**config.mk**
```make
export PLATFORM = sky130hd
export DESIGN_NAME = sha256_sequencer_flat
export DESIGN_NICKNAME = d
export VERILOG_FILES = /design/src/rtl/sha256_sequencer_if.sv /design/src/rtl/sha256_sequencer.sv /design/src/flat_wrapper.sv
export SDC_FILE = /design/constraint.sdc
export NUM_CORES = 2
export LEC_CHECK = 0
export CAP_MARGIN = 20
export CORE_UTILIZATION = 51
export DETAILED_ROUTE_END_ITERATION = 12
export GPL_ROUTABILITY_DRIVEN = 0
export PLACE_DENSITY = 0.7
export SLEW_MARGIN = 20
export SYNTH_ARGS = -nofsm -noshare
export SYNTH_HDL_FRONTEND = slang
export SYNTH_SLANG_ARGS = --single-unit
```
**constraint.sdc**
```tcl
create_clock -name clk -period 17.5 [get_ports clk]
set_clock_uncertainty 0.15 [all_clocks]
set_input_delay 3.5 -clock clk [delete_from_list [all_inputs] [get_ports clk]]
set_output_delay 3.5 -clock clk [all_outputs]
set_load 0.05 [all_outputs]
```
**src/rtl/sha256_sequencer_if.sv**
```systemverilog
// sha256_sequencer_if: message-store read port and compression-core strobes
// driven by the SHA-256 sequencer.
interface sha256_sequencer_if #(
    parameter int AW = 6
);
    logic          msg_rd_en;
    logic [AW-1:0] msg_rd_addr;
    logic [31:0]   msg_rd_data;
    logic          core_init;
    logic          core_round_en;
    logic [5:0]    core_round;
    logic [31:0]   core_wt;
    logic          core_update;

    modport master (
        output msg_rd_en, msg_rd_addr, core_init, core_round_en, core_round, core_wt, core_update,
        input  msg_rd_data
    );

    modport slave (
        input  msg_rd_en, msg_rd_addr, core_init, core_round_en, core_round, core_wt, core_update,
        output msg_rd_data
    );
endinterface

```
**src/rtl/sha256_sequencer.sv**
```systemverilog
// sha256_sequencer: fetches 512-bit blocks, expands the message schedule in a
// 16-word circular buffer and strobes the SHA-256 compression core.
module sha256_sequencer #(
    parameter int MAX_BLOCKS = 4,
    parameter int AW         = $clog2(MAX_BLOCKS*16),
    parameter int NBW        = $clog2(MAX_BLOCKS+1)
) (
    input  logic           clk,
    input  logic           rst_n,
    input  logic           start,
    input  logic [NBW-1:0] nblocks,
    input  logic           abort,
    output logic           busy,
    output logic           done,
    sha256_sequencer_if.master bus
);
    typedef enum logic [2:0] {IDLE, LOAD, INIT, ROUND, UPDATE, DONE} state_t;

    state_t         state_q, state_d;
    logic [5:0]     cnt_q, cnt_d;
    logic [NBW-1:0] blk_q, blk_d, nblk_q, nblk_d;
    logic           rd_en_q, rd_en_d;
    logic [AW-1:0]  rd_addr_q, rd_addr_d;
    logic           init_q, init_d, round_en_q, round_en_d, update_q, update_d;
    logic [5:0]     round_q, round_d;
    logic [31:0]    wt_q, wt_d;
    logic           busy_q, busy_d, done_q, done_d;
    logic [31:0]    w_q [16];
    logic [31:0]    w_d [16];
    logic [3:0]     n;
    logic [31:0]    w_next;

    function automatic logic [31:0] s0(input logic [31:0] x);
        return {x[6:0], x[31:7]} ^ {x[17:0], x[31:18]} ^ (x >> 3);
    endfunction

    function automatic logic [31:0] s1(input logic [31:0] x);
        return {x[16:0], x[31:17]} ^ {x[18:0], x[31:19]} ^ (x >> 10);
    endfunction

    always_comb begin
        state_d = state_q;
        cnt_d   = cnt_q;
        blk_d   = blk_q;
        nblk_d  = nblk_q;
        case (state_q)
            IDLE: if (start && nblocks != '0) begin
                state_d = LOAD;
                cnt_d   = '0;
                blk_d   = '0;
                nblk_d  = nblocks > NBW'(MAX_BLOCKS) ? NBW'(MAX_BLOCKS) : nblocks;
            end
            LOAD: begin
                cnt_d   = cnt_q == 6'd16 ? '0 : cnt_q + 6'd1;
                state_d = cnt_q == 6'd16 ? INIT : LOAD;
            end
            INIT: begin
                state_d = ROUND;
                cnt_d   = '0;
            end
            ROUND: begin
                cnt_d   = cnt_q + 6'd1;
                state_d = cnt_q == 6'd63 ? UPDATE : ROUND;
            end
            UPDATE: begin
                blk_d   = blk_q + NBW'(1);
                cnt_d   = '0;
                state_d = blk_d < nblk_q ? LOAD : DONE;
            end
            default: state_d = IDLE;
        endcase
        if (abort && state_q != IDLE) begin
            state_d = IDLE;
            cnt_d   = '0;
        end
    end

    // Outputs are registered from the next state, so W_t is formed one cycle
    // ahead from words already in the buffer (W_{t-2} was written last cycle).
    always_comb begin
        n          = cnt_d[3:0];
        w_next     = cnt_d < 6'd16 ? w_q[n]
                   : s1(w_q[n - 4'd2]) + w_q[n - 4'd7] + s0(w_q[n - 4'd15]) + w_q[n];
        rd_en_d    = state_d == LOAD && cnt_d < 6'd16;
        rd_addr_d  = rd_en_d ? AW'({blk_d, n}) : '0;
        init_d     = state_d == INIT;
        round_en_d = state_d == ROUND;
        round_d    = round_en_d ? cnt_d : '0;
        wt_d       = round_en_d ? w_next : '0;
        update_d   = state_d == UPDATE;
        done_d     = state_d == DONE;
        busy_d     = state_d != IDLE;
        w_d        = w_q;
        if (state_q == LOAD && cnt_q != '0) w_d[cnt_q[3:0] - 4'd1] = bus.msg_rd_data;
        if (state_q == ROUND && cnt_q >= 6'd16) w_d[cnt_q[3:0]] = wt_q;
    end

    always_ff @(posedge clk or negedge rst_n) begin
        if (!rst_n) begin
            state_q    <= IDLE;
            cnt_q      <= '0;
            blk_q      <= '0;
            nblk_q     <= '0;
            rd_en_q    <= 1'b0;
            rd_addr_q  <= '0;
            init_q     <= 1'b0;
            round_en_q <= 1'b0;
            round_q    <= '0;
            wt_q       <= '0;
            update_q   <= 1'b0;
            busy_q     <= 1'b0;
            done_q     <= 1'b0;
        end else begin
            state_q    <= state_d;
            cnt_q      <= cnt_d;
            blk_q      <= blk_d;
            nblk_q     <= nblk_d;
            rd_en_q    <= rd_en_d;
            rd_addr_q  <= rd_addr_d;
            init_q     <= init_d;
            round_en_q <= round_en_d;
            round_q    <= round_d;
            wt_q       <= wt_d;
            update_q   <= update_d;
            busy_q     <= busy_d;
            done_q     <= done_d;
        end
    end

    always_ff @(posedge clk) begin
        w_q <= w_d;
    end

    assign bus.msg_rd_en     = rd_en_q;
    assign bus.msg_rd_addr   = rd_addr_q;
    assign bus.core_init     = init_q;
    assign bus.core_round_en = round_en_q;
    assign bus.core_round    = round_q;
    assign bus.core_wt       = wt_q;
    assign bus.core_update   = update_q;
    assign busy              = busy_q;
    assign done              = done_q;
endmodule

```
**src/flat_wrapper.sv**
```systemverilog
// flat-port wrapper written by rule: the top's interface ports become plain ports
module sha256_sequencer_flat 
#(
    parameter int MAX_BLOCKS = 4,
    parameter int AW         = $clog2(MAX_BLOCKS*16),
    parameter int NBW        = $clog2(MAX_BLOCKS+1)
)
  (clk, rst_n, start, nblocks, abort, busy, done, bus_msg_rd_en, bus_msg_rd_addr, bus_core_init, bus_core_round_en, bus_core_round, bus_core_wt, bus_core_update, bus_msg_rd_data);
  sha256_sequencer_if #(.AW(AW)) bus_i ();
  input  logic clk;
  input  logic rst_n;
  input  logic start;
  input  logic [NBW-1:0] nblocks;
  input  logic abort;
  output logic busy;
  output logic done;
  output wire logic [$bits(bus_i.msg_rd_en)-1:0] bus_msg_rd_en;
  output wire logic [$bits(bus_i.msg_rd_addr)-1:0] bus_msg_rd_addr;
  output wire logic [$bits(bus_i.core_init)-1:0] bus_core_init;
  output wire logic [$bits(bus_i.core_round_en)-1:0] bus_core_round_en;
  output wire logic [$bits(bus_i.core_round)-1:0] bus_core_round;
  output wire logic [$bits(bus_i.core_wt)-1:0] bus_core_wt;
  output wire logic [$bits(bus_i.core_update)-1:0] bus_core_update;
  input wire logic [$bits(bus_i.msg_rd_data)-1:0] bus_msg_rd_data;
  assign bus_msg_rd_en = bus_i.msg_rd_en;
  assign bus_msg_rd_addr = bus_i.msg_rd_addr;
  assign bus_core_init = bus_i.core_init;
  assign bus_core_round_en = bus_i.core_round_en;
  assign bus_core_round = bus_i.core_round;
  assign bus_core_wt = bus_i.core_wt;
  assign bus_core_update = bus_i.core_update;
  assign bus_i.msg_rd_data = bus_msg_rd_data;
  sha256_sequencer #(.MAX_BLOCKS(MAX_BLOCKS), .AW(AW), .NBW(NBW)) u_core (.clk(clk), .rst_n(rst_n), .start(start), .nblocks(nblocks), .abort(abort), .busy(busy), .done(done), .bus(bus_i));
endmodule
```
==> impl_metrics.yaml <==
status:
  outcome: "completed"
critical_path:
  rr_worst_depth: 27
  required_ns: 17.90
  r2r_start: "u_core.cnt_q[1]"
  path_class: "input pin to flop"
  critPathCapture: "u_core.bus.core_wt[30]"
  crit_path_end_kind: "flop"
  timing.rr.end: "u_core.bus.core_wt[30]"
  crit_arrival_ns: 13.04
  startpoint: "nblocks[2]"
  critPathSlowestCell: "buf_4"
  start_kind: "input pin"
  cpPeakStageDelay_ns: 0.80
  ff2ff_setup_slack_ns: 6.85
  cp_max_fo: 65
route:
  dr.pass1.iters: 9
  drc_errors: 0
  totalWireLength_um: 156000
  avgRoutedWirePerCell_um: 25.3
  ant_nets: 0
  via_per_inst: 6.37
  vias: 39200
  drt-initial-drc-count: 5666
yosys:
  async_flop_share: 0.113
  synthTopCellsByArea: "dfxtp_1 (25%), mux2i_1 (21%), nand2_1 (9.0%)"
  yosysTopAreaCell: "dfxtp_1"
  synth_nets: 5482
  syn_inst: 5338
  yosysTopAreaCellShare: 0.254
  synthDistinctLibCells: 85
  synth_edf_count: 0
  ys_seq_area_frac: 0.294
  avgSynthCellArea_um2: 7.57
  synthFlopType: "dfxtp_1"
  ys_ff_latch: 577
  yosysWarnings: 0
  synth_commonest_cells: "nand2_1 (967), mux2i_1 (844), nor2_1 (663)"
  synth.cell_area_mm2: 0.0404
  yosysMostFrequentCell: "nand2_1"
clock_tree:
  cts.sinks: 577
  cts-root-buf: "clkbuf_16"
  cts_tree: "done"
  numCtsBuffers: 61
  ctsHtreeMaxLevel: 2
  worst_skew_pair.late_latency_ns: 0.69
  cts_hold_buf: 0
  path_clk_slew_ns: 0.07
  cts_buffer_depth: 3
  post_cts_buffers: 0
  cts.repair.resized: 0
timing:
  period_share: 0.723
  slew_headroom: 0.179
  tightest_slew_ns: 1.23
  rsz0062_at_grt: "no"
  setup_viol_count_final: 0
  drv_slew: 0
  fin_tns_setup_ns: 0
  clock.fmax_mhz: 79.1
  hold_violations: 0
  post-route-min-period_ns: 12.65
  holdWs_ns: 0.373
global_route:
  grt_max_degree: 198
  track_usage: 0.371
  antenna_found_initial: 3
  grt_pass1_vias: 35100
  grt_pass1_wl_um: 227000
  gr-total-overflow: 0
layout:
  fin_cells: 6156
  post-route-util: 0.560
  nNetsFinal: 5203
  area_delta_synth_final_pct: 7.98
  drive_gt1_frac: 0.0493
worst_hold_path:
  hold_class: "flop to flop"
floorplanning:
  dieWidth_um: 284
  initial_core_util: 0.518
  io-pin-count: 89
  core_mm2: 0.0780
  dieArea_mm2: 0.0804
  row_count: 102
  die_h_um: 284
placed_design:
  dpl.cell_count: 6035
  hpwlAfterDp_um: 90900
  port_buffers: 88
flow_run:
  maxCapViolCount: 0
-- flip-flops by register name (all words and copies together) (netlist names) --
name                      cells
u_core.nblk_q                 3
u_core.blk_q                  3
u_core.state_q                3
u_core.bus.core_update        1
u_core.busy                   1
u_core.bus.core_wt           32
u_core.bus.core_round_en      1
u_core.bus.msg_rd_en          1
u_core.done                   1
u_core.bus.core_init          1
u_core.bus.core_round         6
u_core.cnt_q                  6
u_core.w_q                  512
u_core.bus.msg_rd_addr        6
-- layout make-up --
cell class	count	area, µm²
clock buffer	83	1820
inverter	52	210
sequential	577	11900
timing repair buffer	143	1370
clock inverter	33	449
fill	7087	34300
multi-input combinational	4224	26600
antenna	4	10.0
tap	1040	1300
-- worst max-delay path, delay by kind of cell --
| kind | cells | cell delay, ns |
|---|---|---|
| compound gates | 10 | 3.66 |
| buf+inv | 3 | 2.13 |
| simple gates | 7 | 1.60 |
| fa+ha+maj | 3 | 1.40 |
| xor+xnor | 2 | 0.41 |
| mux | 1 | 0.21 |
-- how the worst min path moves through the flow --
stage                               start  slack [ns]  depth (start not counted)         endpoint
final                     u_core.blk_q[2]        0.37                          1  u_core.blk_q[2]
after global routing      u_core.blk_q[2]        0.38                          1  u_core.blk_q[2]
after CTS                 u_core.blk_q[2]        0.37                          1  u_core.blk_q[2]
after detailed placement  u_core.blk_q[2]        0.36                          1  u_core.blk_q[2]
after global placement    u_core.blk_q[2]        0.34                          1  u_core.blk_q[2]
after floorplan           u_core.blk_q[2]        0.33                          1  u_core.blk_q[2]
-- routing by layer --
metal | part of all wire | GRT usage | wire (µm)
met5 | 0 | 0 | 0
met4 | 0.077 | 0.256 | 12000
met3 | 0.12 | 0.0889 | 19500
met2 | 0.42 | 0.547 | 64800
met1 | 0.38 | 0.479 | 59500
-- layout by cell type (no fill, tap or decap), drive strengths merged, types with 56 or more instances in the layout --
cell / instances
nand2: 968
mux2i: 845
nor2: 664
a21oi: 599
dfxtp: 512
nand3: 480
xnor2: 107
clkdlybuf4s50: 87
clkbuf: 83
dfrtp: 65
fa: 62
o21ai: 60
buf: 56
-- cells by family (layout without fill, tap and decap cells) --
| logic type | after synthesis | after routing | share of synthesized area |
|---|---|---|---|
| AND/OR/NAND/NOR | 2220 | 2220 | 0.228 |
| AO/OA/AOI/OAI | 900 | 900 | 0.131 |
| multiplexers | 856 | 856 | 0.213 |
| flip-flops | 577 | 577 | 0.294 |
| buffers and inverters | 537 | 311 | 0.0578 |
| XOR/XNOR | 143 | 143 | 0.0314 |
| adder cells (fa/ha/maj) | 105 | 105 | 0.0440 |
| other | 0 | 4 | 0 |
-- per-stage QoR --
step	setup WS, ns	instance area (µm²)
after CTS	5.18	43600
after floorplan	5.94	40400
after detailed placement	4.54	41300
after global placement	4.68	41300
after global routing	4.62	43600
final	4.85	43600
Power is left out: the tool's default activity adds up to more than one toggle a clock period on the data nets, which glitch-free logic cannot reach.
